[config.mk]
export PLATFORM = sky130hd
export DESIGN_NAME = ula_executor
export DESIGN_NICKNAME = d
export VERILOG_FILES = /design/src/rtl/ula_executor.sv
export SDC_FILE = /design/constraint.sdc
export NUM_CORES = 1
export LEC_CHECK = 0
export CORE_AREA = 2 2 160 162
export CTS_CLUSTER_SIZE = 24
export DETAILED_ROUTE_END_ITERATION = 8
export DIE_AREA = 0 0 162 164
export REMOVE_ABC_BUFFERS = 1
export SLEW_MARGIN = 0
export SYNTH_ARGS = -nofsm -noshare
export SYNTH_HDL_FRONTEND = slang
export SYNTH_SLANG_ARGS = --single-unit
[constraint.sdc]
create_clock -name clk -period 9.4 [get_ports clk]
set_input_delay 1.41 -clock clk [delete_from_list [all_inputs] [get_ports clk]]
set_output_delay 1.41 -clock clk [all_outputs]
set_load 0.01 [all_outputs]
[src/rtl/ula_executor.sv]
// rtl/ula_executor.sv - multi-cycle ALU executor: single-cycle logic/arith, iterative shifts
module ula_executor #(
    parameter int WIDTH = 32,
    parameter int SHW   = $clog2(WIDTH)
) (
    input  logic             clk,
    input  logic             reset,
    input  logic             in_valid,
    output logic             in_ready,
    input  logic [4:0]       selection,
    input  logic [WIDTH-1:0] op_a,
    input  logic [WIDTH-1:0] op_b,
    output logic             out_valid,
    input  logic             out_ready,
    output logic [WIDTH-1:0] result,
    output logic             flag_zero,
    output logic             flag_neg,
    output logic             flag_carry,
    output logic             flag_overflow,
    output logic             illegal_op,
    output logic             busy
);
    typedef enum logic [1:0] {IDLE, SHIFT, DONE} state_t;

    state_t           state;
    logic [WIDTH-1:0] work;
    logic [SHW-1:0]   cnt;
    logic [4:0]       sel_q;
    logic             shift_carry;

    logic             accept;
    logic             is_shift;
    logic             is_arith;
    logic             is_illegal;
    logic [WIDTH-1:0] lres;
    logic [WIDTH-1:0] bx;
    logic             cin;
    logic [WIDTH:0]   sum;
    logic             ovf;
    logic [WIDTH-1:0] res_now;
    logic [WIDTH-1:0] next_work;
    logic             out_bit;

    assign in_ready  = (state == IDLE) || ((state == DONE) && out_ready);
    assign accept    = in_valid && in_ready;
    assign out_valid = (state == DONE);
    assign busy      = (state == SHIFT);

    // Single-cycle datapath; arithmetic always goes through one adder with a carry-in
    always_comb begin
        lres       = '0;
        bx         = '0;
        cin        = 1'b0;
        is_arith   = 1'b0;
        is_shift   = (selection >= 5'd17) && (selection <= 5'd19);
        is_illegal = (selection >= 5'd20);
        case (selection)
            5'd0:  lres = ~op_a;
            5'd1:  lres = op_a & op_b;
            5'd2:  lres = ~op_a & op_b;
            5'd3:  lres = op_a & ~op_b;
            5'd4:  lres = ~(op_a & op_b);
            5'd5:  lres = op_a | op_b;
            5'd6:  lres = ~op_a | op_b;
            5'd7:  lres = op_a | ~op_b;
            5'd8:  lres = ~(op_a | op_b);
            5'd9:  lres = op_a ^ op_b;
            5'd10: lres = ~(op_a ^ op_b);
            5'd11: begin is_arith = 1'b1; bx = op_b;  cin = 1'b0; end
            5'd12: begin is_arith = 1'b1; bx = op_b;  cin = 1'b1; end
            5'd13: begin is_arith = 1'b1; bx = '0;    cin = 1'b1; end
            5'd14: begin is_arith = 1'b1; bx = ~op_b; cin = 1'b1; end
            5'd15: begin is_arith = 1'b1; bx = ~op_b; cin = 1'b0; end
            5'd16: begin is_arith = 1'b1; bx = '1;    cin = 1'b0; end
            default: lres = '0;
        endcase
        sum = {1'b0, op_a} + {1'b0, bx} + {{WIDTH{1'b0}}, cin};
        ovf = (op_a[WIDTH-1] == bx[WIDTH-1]) && (sum[WIDTH-1] != op_a[WIDTH-1]);
        if (is_illegal)
            res_now = '0;
        else if (is_arith)
            res_now = sum[WIDTH-1:0];
        else
            res_now = lres;
    end

    always_comb begin
        next_work = {1'b0, work[WIDTH-1:1]};
        out_bit   = work[0];
        case (sel_q)
            5'd17: begin next_work = {work[WIDTH-2:0], 1'b0}; out_bit = work[WIDTH-1]; end
            5'd19: next_work = {work[WIDTH-1], work[WIDTH-1:1]};
            default: next_work = {1'b0, work[WIDTH-1:1]};
        endcase
    end

    always_ff @(posedge clk) begin
        if (reset) begin
            state         <= IDLE;
            work          <= '0;
            cnt           <= '0;
            sel_q         <= '0;
            shift_carry   <= 1'b0;
            result        <= '0;
            flag_zero     <= 1'b0;
            flag_neg      <= 1'b0;
            flag_carry    <= 1'b0;
            flag_overflow <= 1'b0;
            illegal_op    <= 1'b0;
        end else if (accept) begin
            if (is_shift) begin
                state       <= SHIFT;
                work        <= op_a;
                cnt         <= op_b[SHW-1:0];
                sel_q       <= selection;
                shift_carry <= 1'b0;
            end else begin
                state         <= DONE;
                result        <= res_now;
                flag_zero     <= !is_illegal && (res_now == '0);
                flag_neg      <= res_now[WIDTH-1];
                flag_carry    <= is_arith && sum[WIDTH];
                flag_overflow <= is_arith && ovf;
                illegal_op    <= is_illegal;
            end
        end else begin
            case (state)
                SHIFT: begin
                    // The zero-count cycle publishes the working register
                    if (cnt == '0) begin
                        state         <= DONE;
                        result        <= work;
                        flag_zero     <= (work == '0);
                        flag_neg      <= work[WIDTH-1];
                        flag_carry    <= shift_carry;
                        flag_overflow <= 1'b0;
                        illegal_op    <= 1'b0;
                    end else begin
                        work        <= next_work;
                        shift_carry <= out_bit;
                        cnt         <= cnt - 1'b1;
                    end
                end
                DONE: if (out_ready) state <= IDLE;
                default: state <= IDLE;
            endcase
        end
    end
endmodule

**Word level (Yosys, flattened, before mapping)**

Index checks and enable logic that the tools add are counted.

- Register bits after elaboration: 82
- Input bits: 73
- Output and inout bits: 40
- Word-level logic and storage cells: 130

- $add $sub $neg: 3
- $lt $le $gt $ge: 3
- Eq/ne operators: 28
- Multiplexer cells: 47
- Bitwise operators: 12
- Reduce and logical (&&, ||, !) cells: 25

Operators by type and width:

| operator | number |
|---|---|
| 32-bit case mux with 11 select lines | 1 |
| 32-bit two-way mux | 10 |
| 32-bit inverter | 5 |
| 32-bit bitwise AND | 3 |
| 32-bit bitwise OR | 3 |
| 32-bit case mux with 3 select lines | 1 |
| 32-bit logical NOT | 2 |
| 32-bit case mux with 2 select lines | 1 |
| 5-bit by 4-bit equality test with 1-bit output, second input constant | 8 |
| 32-bit by 32-bit adder with 33-bit output | 1 |
| 33-bit by 1-bit adder with 33-bit output | 1 |
| 32-bit XOR | 1 |
| 1-bit two-way mux | 25 |
| 5-bit by 3-bit equality test with 1-bit output, second input constant | 4 |
| 5-bit two-way mux | 4 |
| 5-bit equality test, second input constant | 3 |
| 5-bit by 2-bit equality test with 1-bit output, second input constant | 2 |
| 5-bit greater-or-equal comparator, second input constant | 2 |
| 5-bit logical NOT | 2 |
| 2-bit two-way mux | 4 |
| 1-bit logical AND | 7 |
| 2-bit != test, second input constant | 3 |
| 3-bit by 1-bit != test with 1-bit output, second input constant | 2 |
| 3-bit AND reduction | 2 |
| 18 further kinds | 21 |

**Longest topological paths before layout**

Gate-level depths: netlist (run 1).

- Depth in word-level cells: 11
- Mapped depth: 23
- Gate-level depth less buffers: 19

**Least setup slack after synthesis (run 1)**

No wires, ideal clock.

- Path type: input -> register
- Start point: input selection[0]
- End point: register flag_zero
- Library setup time: 0.059 ns
- Arrival: 5.664 ns
- Required time: 9.341 ns
- Setup slack: 3.677 ns
- Stages: 21
- Path buffers: 6
- Path through: buf_2 -> buf_2 -> buf_2 -> clkbuf_1 -> clkbuf_1 -> a21oi_1 -> nor2_1 -> clkbuf_1 -> nand2_1 -> o211ai_1 -> ha_1 -> a21o_1 -> and4_1 -> o21a_1 -> o31ai_2 -> a21oi_1 -> or3_1 -> a311o_1 -> a2111oi_0 -> and4_1 -> a31o_1

- Longest elaborated chain between the ends: 11
- Elaborated cells between the ends (all ways): 40
- Those cells by class: 2 x add/sub; 3 x order compare; 17 x eq/ne; 8 x mux; 10 x reduce/logical

RTL lines:

| element | RTL line | source |
|---|---|---|
| from (decl) | 10 | `input logic [4:0] selection,` |
| 5-bit by 4-bit equality test with 1-bit output | 57 | `case (selection)` |
| 2-bit OR reduction (no source line) | - |  |
| 32-bit case mux with 3 select lines | 57 |  |
| 32-bit by 32-bit adder with 33-bit output | 77 | `sum = {1'b0, op_a} + {1'b0, bx} + {{WIDTH{1'b0}}, cin};` |
| 33-bit by 1-bit adder with 33-bit output | 77 |  |
| 32-bit two-way mux | 81 | `else if (is_arith)` |
| 32-bit two-way mux | 79 | `if (is_illegal)` |
| 32-bit logical NOT | 120 | `flag_zero <= !is_illegal && (res_now == '0);` |
| 1-bit logical AND | 120 |  |
| 1-bit two-way mux | 111 | `if (is_shift) begin` |
| 1-bit two-way mux | 110 | `end else if (accept) begin` |
| to (signal assigned) | 120 |  |
| to (signal assigned) | 133 | `flag_zero <= (work == '0);` |
| to (decl) | 16 | `output logic flag_zero,` |

Several ways; a longest one is shown, not always the timed one. The select of a mux whose other input is x is not followed.
A chain may end at the register's enable or synchronous reset.

**Final worst setup path (run 1)**

- Start point: input selection[3]
- End point: register flag_zero

The elaborated chain is that of the path after synthesis.

==> results of run 1 <==
flip-flops by register name, summed over array words and instances (netlist names):
name / count
flag_carry: 1
illegal_op: 1
work: 32
flag_zero: 1
result: 32
shift_carry: 1
sel_q: 5
flag_overflow: 1
cnt: 5
state: 2
worst paths after layout:
| check | startpoint | depth (start not counted) | slack (ps) | to |
|---|---|---|---|---|
| max | selection[3] | 17 | 2550 | flag_zero |
| min | result[29] | 2 | 450 | result[29] |
| max reg2reg | state[1] | 9 | 5710 | flag_zero |
| min reg2reg | result[29] | 2 | 450 | result[29] |
synth_stat cells (11+ instances only):
library cell	count
nor2_1	199
nand2_1	169
ha_1	161
a21oi_1	138
o21ai_0	101
dfxtp_1	81
clkbuf_1	78
inv_1	72
a211oi_1	60
o211ai_1	58
mux2i_1	55
nand3_1	26
nor2b_1	26
nor3_1	20
a21o_1	18
buf_2	17
nor4_1	17
o221ai_1	17
nand4_1	14
and2_1	12
o21a_1	11
xor2_1	11
cells in the final DEF, fill, tap and decap left out, drive strengths merged, types with 5 or more instances in the layout:
cell type	count
nand2b	9
o21a	11
and2	12
nor2b	26
clkbuf	10
dfxtp	81
clkdlybuf4s50	110
mux2i	55
o32ai	5
a311oi	10
o2111ai	10
nand4	14
xor2	11
a211o	9
a31oi	10
a21boi	5
o211ai	58
nor4	17
inv	75
ha	161
a21o	18
o221ai	17
o21ai	107
nor3	21
nor3b	10
o22ai	5
nor2	199
xnor2	10
buf	31
a2111oi	9
mux2	6
a211oi	60
a32oi	6
nand2	169
nand3	26
a21oi	138
or3	7
critical path, stage by stage:
cell and delay (ps):
clkdlybuf4s50_1 1020, nand2b_1 370, nor2_2 180, buf_4 370
nand2_1 100, o211ai_1 150, ha_1 290, a21o_1 170
and4_1 230, o21a_1 250, o31ai_2 440, a21oi_1 140
or3_1 330, a311o_1 360, a2111oi_0 870, and4_1 310
a31o_1 140
kinds of logic after synthesis:
| kind of cell | synth area share (%) |
|---|---|
| buffers and inverters | 6.386 |
| multiplexers | 5.603 |
| AO/OA/AOI/OAI | 30.95 |
| adder cells (fa/ha/maj) | 18.63 |
| XOR/XNOR | 1.667 |
| flip-flops | 14.70 |
| AND/OR/NAND/NOR | 22.06 |
area by class of cell:
class,instances,area [um2]
fill,2483,12120
multi-input combinational,1297,8745
sequential,81,1622
timing repair buffer,141,1329
tap,330,412.9
inverter,74,277.8
clock buffer,10,239.0
clock inverter,6,73.82
metal layers:
metal | part of all wire [%] | GRT usage, % | wire length, um | vias up
li1 | - | - | - | 5773
met2 | 45 | 52.17 | 19320 | 516
met5 | 0 | 0 | 0 | -
met1 | 43 | 42.04 | 18540 | 5623
met4 | 4.2 | 12.83 | 1813 | 0
met3 | 7.1 | 5.000 | 3022 | 108
power by group:
part / switching, uW / total, uW / internal (uW)
Clock: 166 / 383 / 217
Sequential: 11.6 / 369 / 358
Combinational: 284 / 460 / 176
Total: 461 / 1210 / 751
metrics by stage:
| step | hold slack, ps | area [um2] |
|---|---|---|
| global placement | 440.3 | 12390 |
| detailed placement | 445.7 | 12390 |
| CTS | 454.5 | 12700 |
| floorplan | 440.2 | 10600 |
| global route | 475.7 | 12700 |
| finish | 453.5 | 12700 |
==> reports/qor.yml, run 1 <==
crit_type: "input port to flop"
layout-drive-gt1-share_pct: 4.413
postCtsHoldBufs: 0
cts_buffers: 9
vias_per_cell: 6.199
postSynthCellCount: 1558
grt_first_pass_wirelength_mm: 65.96
slew_headroom_pct: 25.12
maxSlewViolCount: 0
dp.cells: 1923
core-area_um2: 24820
cp.arrival_ps: 7140
cp-start-kind: "input port"
cap_viol_max_count: 0
synth_area_um2: 11030
fp.dieArea_um2: 26570
ir_drop_mv: 0.07617
critPathMaxFanout: 32
final_core_util_pct: 51.16
cts_tree: "yes"
start_util_pct: 44.44
io_buffers: 112
finalSetupTns_ps: 0
synth-seq-cells: 81
drtIter0Drc: 1308
ys_warn_count: 0
fin_nets: 1840
pre_cts_slack_ps: 2336
timing.final.ws_setup_ps: 2551
vias: 12020
cts_setup_buffers: 0
die_width_um: 162
num_rows: 58
clockBufferDepth: 2
powerDensity_nw_per_um2: 95.44
grt_pass1_vias: 11420
final_cells: 1939
p_leak_uw: 0.005178
grt_max_degree: 93
synthArstFlopShare_pct: 0
cts.sinks: 81
path_clk_slew_ps: 70
cts_max_level: 3
syn_to_final_growth_pct: 15.12
yosys.area.top_type: "ha_1"
synth.area.top_cells: "ha_1 (18%), dfxtp_1 (15%), nor2_1 (6.8%), a21oi_1 (6.3%), nand2_1 (5.8%)"
drtPass1Iterations: 5
fin_crit_ps: 6849
synth_top_area_share_pct: 18.26
cts_resized: 0
setup_viol: 0
routedWlPerCell_um: 22.02
antenna_cells: 0
synth_area_per_cell_um2: 7.080
grt_usage_pct: 31.90
endpoint_kind: "flop"
hpwl_mm: 30.97
hold_viol_final: 0
wirelength_mm: 42.69
ys_seq_area_share_pct: 14.70
period_share_pct: 72.86
cts_root_buf: "clkbuf_16"
fmax_ghz: 0.1460
power_uw: 1212
antenna_found_initial: 0
drc: 0
ios: 113
grt_overflow: 0
clk_latency_ps: 350
die_height_um: 164
globalplace.congestion: 0.9558
min_path_type: "flop to flop"
crit_required_ps: 9690
status: "complete, no violations"
worstMarginPinSlew_ps: 1095
ant_nets: 0
synth-edff-count: 0
finClkSkew_ps: 6.264
synth.distinct_cells: 82
synthFlopType: "dfxtp_1"
rsz0062_at_grt: "no"
Power figures use the tool's default switching activity.
==> inputs of run 2 (changes only) <==
==> constraint.sdc (replaced) <==
create_clock -name clk -period 7 [get_ports clk]
set_input_delay 1.05 -clock clk [delete_from_list [all_inputs] [get_ports clk]]
set_output_delay 1.05 -clock clk [all_outputs]
set_load 0.01 [all_outputs]
==> reports/qor.yml, run 2 (synthesis results as in run 1) <==
globalplace.congestion: 0.9970  # was 0.9558
cts_resized: 0  # unchanged
finClkSkew_ps: 5.248  # was 6.264 ps
grt_pass1_vias: 11150  # was 11,420
die_width_um: 162  # unchanged
clk_latency_ps: 350  # about the same
start_util_pct: 44.44  # unchanged
slowest_delay_ps: 780  # was 1020 ps
cts_root_buf: "clkbuf_16"  # unchanged
cts_tree: "yes"  # unchanged
clockBufferDepth: 2  # unchanged
syn_to_final_growth_pct: 16.00  # was 15.12%
vias_per_cell: 6.160  # was 6.199
worstMarginPinSlew_ps: 1244  # was 1095 ps
crit_type: "input port to flop"  # unchanged
antenna_cells: 0  # unchanged
core-area_um2: 24820  # unchanged
status: "complete, no violations"  # unchanged
period_share_pct: 86.48
cts_setup_buffers: 0  # unchanged
ir_drop_mv: 0.1143  # was 0.07617 mV
maxSlewViolCount: 0  # unchanged
final_cells: 1946  # was 1,939
fp.dieArea_um2: 26570  # unchanged
vias: 11990  # was 12,020
routedWlPerCell_um: 22.00  # was 22.02 um
grt_overflow: 0  # unchanged
cp-start-kind: "input port"  # unchanged
die_height_um: 164  # unchanged
layout_commonest_cell: "nor2_1"  # unchanged
final_core_util_pct: 51.56  # was 51.16%
fin_crit_ps: 6053
crit_required_ps: 7300  # was 9690 ps
critPathMaxFanout: 21  # was 32
hpwl_mm: 31.86  # was 30.97 mm
hold_viol_final: 0  # unchanged
setup_viol: 0  # unchanged
cp.arrival_ps: 6350  # was 7140 ps
power_uw: 1659  # was 1212 uW
cts_buffers: 9  # unchanged
cts_max_level: 3  # unchanged
slew_headroom_pct: 16.28  # was 25.12%
rr_endpoint: "flag_zero"  # unchanged
grt_first_pass_wirelength_mm: 66.08  # was 65.96 mm
drtIter0Drc: 1054  # was 1,308
cts.sinks: 81  # unchanged
drc: 0  # unchanged
crit_chain: "clkdlybuf4s50_1 > nor2b_1 > a21oi_1 > nor2_2 > buf_4 > buf_4 > nand2_1 > o211ai_1 > ha_1 > and4_1 > o21a_1 > o31ai_2 > a21oi_1 > or3_1 > a311o_1 > a2111oi_0 > and4_1 > a31o_1"  # was clkdlybuf4s50_1 > nand2b_1 > nor2_2 > buf_4 > nand2_1 > o211ai_1 > ha_1 > a21o_1 > and4_1 > o21a_1 > o31ai_2 > a21oi_1 > or3_1 > a311o_1 > a2111oi_0 > and4_1 > a31o_1
ios: 113  # unchanged
crit_start: "selection[1]"  # was selection[3]
r2r-start: "state[1]"  # unchanged
layout-drive-gt1-share_pct: 4.827  # was 4.413%
antenna_found_initial: 0  # unchanged
path_clk_slew_ps: 60  # was 70 ps
fin_hold_ws_ps: 449.7  # was 453.5 ps
postCtsHoldBufs: 0  # unchanged
grt_max_degree: 95  # was 93
grt_usage_pct: 32.14  # was 31.90%
min_path_type: "flop to flop"  # unchanged
crit_path_end: "flag_zero"  # unchanged
rsz0062_at_grt: "no"  # unchanged
finalSetupTns_ps: 0  # unchanged
p_leak_uw: 0.005233  # was 0.005178 uW
ant_nets: 0  # unchanged
reg2reg_slack_ps: 3760  # was 5710 ps
r2r_cells: 9  # unchanged
io_buffers: 112  # unchanged
cap_viol_max_count: 0  # unchanged
fmax_ghz: 0.1652
dp.cells: 1931  # was 1,923
slowest_stage: "a2111oi_0"  # was clkdlybuf4s50_1
reg_top3: "result (32), work (32)"  # unchanged
num_rows: 58  # unchanged
drtPass1Iterations: 7  # was 5
endpoint_kind: "flop"  # unchanged
layout_common_cells: "nor2_1 (197), nand2_1 (168), ha_1 (161), a21oi_1 (138), clkdlybuf4s50_1 (110)"  # unchanged
fin_nets: 1848  # was 1,840
wirelength_mm: 42.81  # was 42.69 mm
powerDensity_nw_per_um2: 129.6  # was 95.44 nW/um2
## run 2: metal layers
metal  part of all wire (%)  routed length [um]  global-route usage, %
met3                    8.2                3518                  5.505
met1                     43               18600                  43.05
met2                     45               19190                  52.09
met5                      0                   0                      0
met4                    3.5                1503                  11.38
## run 2: final cells by class
cell class              count  area, um2
multi-input cells        1297       8745
flip-flops and latches     81       1622
clock inverters             5      86.33
clock buffers              10      239.0
well taps                 330      412.9
fillers                  2534      12020
repair buffers            149       1414
inverters                  74      277.8
## run 2: how the worst min path moves through the flow
stage                     startpoint          to  cells after the start  slack [ps]
after floorplan             sel_q[4]    sel_q[4]                      2         440
after global placement     result[0]   result[0]                      2         440
after detailed placement  result[25]  result[25]                      2         440
after CTS                 result[25]  result[25]                      2         450
after global routing      result[25]  result[25]                      2         460
final                     result[25]  result[25]                      2         450
## run 2: critical path, delay by kind of cell
family                     cells  cell delay, ps
AOI/OAI and AO/OA              8            2290
and+or+nand+nor                6            1540
buffers and inverters          3            1120
adders and majority gates      1             320
## run 2: through the flow
| step | cell area [um2] | worst slack [ps] |
|---|---|---|
| CTS | 12800 | 1005 |
| detailed placement | 12470 | 658.8 |
| global placement | 12470 | 732.9 |
| floorplan | 10600 | 1032 |
| finish | 12800 | 946.7 |
| global route | 12800 | 696.4 |
## run 2: where the power goes
group	internal, uW	switching [uW]
sequential	480	15.1
combinational	240	382
clock	324	217
total	1040	615
==> inputs of run 3 (changes only) <==
--- a/config.mk
+++ b/config.mk
@@ -5,10 +5,12 @@
 export SDC_FILE = /design/constraint.sdc
 export NUM_CORES = 1
 export LEC_CHECK = 0
+export CAP_MARGIN = 10
 export CORE_AREA = 2 2 160 162
 export CTS_CLUSTER_SIZE = 24
 export DETAILED_ROUTE_END_ITERATION = 8
 export DIE_AREA = 0 0 162 164
+export PLACE_DENSITY = 0.75
 export REMOVE_ABC_BUFFERS = 1
 export SLEW_MARGIN = 0
 export SYNTH_ARGS = -nofsm -noshare
==> reports/qor.yml, run 3 (synthesis results as in run 1) <==
status: "complete, no violations"  # unchanged
hpwl_mm: 30.50  # was 31.86 mm
fin_crit_ps: 5625  # was 6053 ps
min_path_type: "flop to flop"  # unchanged
crit_type: "input port to flop"  # unchanged
vias_per_cell: 6.338  # was 6.160
grt_max_degree: 95  # unchanged
finalSetupTns_ps: 0  # unchanged
reg_top3: "result (32), work (32)"  # unchanged
path_buf_inv: 4  # was 3
crit_required_ps: 7310  # was 7300 ps
reg2reg_slack_ps: 3730  # was 3760 ps
fin_nets: 1847  # was 1,848
powerDensity_nw_per_um2: 125.8  # was 129.6 nW/um2
cp.arrival_ps: 5930  # was 6350 ps
grt_overflow: 0  # unchanged
ir_drop_mv: 0.1033  # was 0.1143 mV
fmax_ghz: 0.1778  # was 0.1652 GHz
ios: 113  # unchanged
cap_viol_max_count: 0  # unchanged
globalplace.congestion: 1.009  # was 0.9970
ant_nets: 0  # unchanged
cts_tree: "yes"  # unchanged
crit_start: "selection[0]"  # was selection[1]
timing.final.ws_setup_ps: 1375  # was 946.7 ps
slew_headroom_pct: 21.81  # was 16.28%
design_area_um2: 12720  # was 12,800 um2
maxSlewViolCount: 0  # unchanged
cts_resized: 0  # unchanged
layout_common_cells: "nor2_1 (197), nand2_1 (168), ha_1 (161), a21oi_1 (138), clkdlybuf4s50_1 (110)"  # unchanged
slowest_delay_ps: 670  # was 780 ps
endpoint_kind: "flop"  # unchanged
vias: 12330  # was 11,990
power_uw: 1600  # was 1659 uW
postCtsHoldBufs: 0  # unchanged
layout_commonest_cell: "nor2_1"  # unchanged
io_buffers: 112  # unchanged
cts_max_level: 3  # unchanged
cts_root_buf: "clkbuf_16"  # unchanged
clockBufferDepth: 2  # unchanged
crit_cells: 16  # was 18
finClkSkew_ps: 10.11  # was 5.248 ps
grt_pass1_vias: 11700  # was 11,150
die_height_um: 164  # unchanged
critPathMaxFanout: 20  # was 21
cts.sinks: 81  # unchanged
drtPass1Iterations: 6  # was 7
layout-drive-gt1-share_pct: 4.827  # unchanged
placed_area_um2: 12430  # was 12,470 um2
crit_path_end: "flag_zero"  # unchanged
rsz0062_at_grt: "no"  # unchanged
setup_viol: 0  # unchanged
clk_latency_ps: 360  # was 350 ps
slowest_stage: "clkdlybuf4s50_1"  # was a2111oi_0
p_leak_uw: 0.005189  # was 0.005233 uW
drtIter0Drc: 1303  # was 1,054
routedWlPerCell_um: 21.91  # was 22.00 um
cts_setup_buffers: 0  # unchanged
worstMarginPinSlew_ps: 1162  # was 1244 ps
pre_cts_slack_ps: 1167  # was 658.8 ps
drc: 0  # unchanged
start_util_pct: 44.44  # unchanged
cp-start-kind: "input port"  # unchanged
fin_hold_ws_ps: 451.5  # was 449.7 ps
grt_first_pass_wirelength_mm: 65.96  # was 66.08 mm
antenna_found_initial: 0  # unchanged
syn_to_final_growth_pct: 15.35  # was 16.00%
period_share_pct: 80.36  # was 86.48%
r2r_cells: 12  # was 9
core-area_um2: 24820  # unchanged
path_clk_slew_ps: 70  # was 60 ps
num_rows: 58  # unchanged
cts_buffers: 9  # unchanged
crit_chain: "clkdlybuf4s50_1 > inv_2 > nand3_1 > buf_4 > buf_4 > o211ai_1 > ha_1 > nand4_1 > or3_1 > a21boi_0 > xor2_1 > a21oi_1 > nand4_1 > nor4_1 > and4_1 > a31o_1"  # was clkdlybuf4s50_1 > nor2b_1 > a21oi_1 > nor2_2 > buf_4 > buf_4 > nand2_1 > o211ai_1 > ha_1 > and4_1 > o21a_1 > o31ai_2 > a21oi_1 > or3_1 > a311o_1 > a2111oi_0 > and4_1 > a31o_1
antenna_cells: 0  # unchanged
rr_endpoint: "flag_zero"  # unchanged
grt_usage_pct: 31.68  # was 32.14%
r2r-start: "state[1]"  # unchanged
die_width_um: 162  # unchanged
hold_viol_final: 0  # unchanged
fp.dieArea_um2: 26570  # unchanged
critical_path.top_delay_family: "simple AND/OR/NAND/NOR gates"  # was compound AO/OA/AOI/OAI gates
wirelength_mm: 42.63  # was 42.81 mm
-- run 3: changes by cell type in the layout (fill, tap and decap cells not counted) --
cell / change
buf_4: +1
bufinv_16: -2
buf_12: -2
nand2_2: +1
inv_6: -1
inv_8: +1
nand2_4: -1
clkinvlp_4: +3
-- run 3: how the worst min path moves through the flow --
stage / slack [ps] / startpoint / depth (start not counted) / end
final: 450 / result[25] / 2 / result[25]
after global routing: 480 / result[25] / 2 / result[25]
after CTS: 460 / result[25] / 2 / result[25]
after detailed placement: 450 / result[19] / 2 / result[19]
after global placement: 440 / result[0] / 2 / result[0]
after floorplan: 440 / sel_q[4] / 2 / sel_q[4]
-- run 3: worst min-delay path, delay by kind of cell (launching register included) --
kind	cells	cell delay (ps)
AOI/OAI and AO/OA	1	50
and+or+nand+nor	1	50
DFF	1	310
-- run 3: power by group --
group	leakage (uW)	total [uW]	internal, uW	switching, uW
clock network	0.000133	483	255	228
registers	0.000659	496	480	15.3
logic	0.00440	622	239	383
total	0.00519	1600	974	626
-- run 3: per-layer routing --
metal  global-route usage, %  wire (um)
met5                       0          0
met4                   14.44       1901
met3                   6.010       3998
met2                   51.33      19080
met1                   40.85      17650
-- run 3: layout make-up --
class,instances,area (um2)
clock buffer,10,239.0
clock inverter,6,51.30
fill,2472,12100
inverter,74,277.8
multi-input combinational,1297,8740
sequential,81,1622
tap,330,412.9
timing repair buffer,148,1381
-- run 3: through the flow --
| stage | utilization [%] | instances |
|---|---|---|
| global placement | 50.10 | 1930 |
| finish | 51.27 | 1946 |
| CTS | 51.27 | 1946 |
| global route | 51.27 | 1946 |
| floorplan | - | 1452 |
| detailed placement | 50.10 | 1930 |
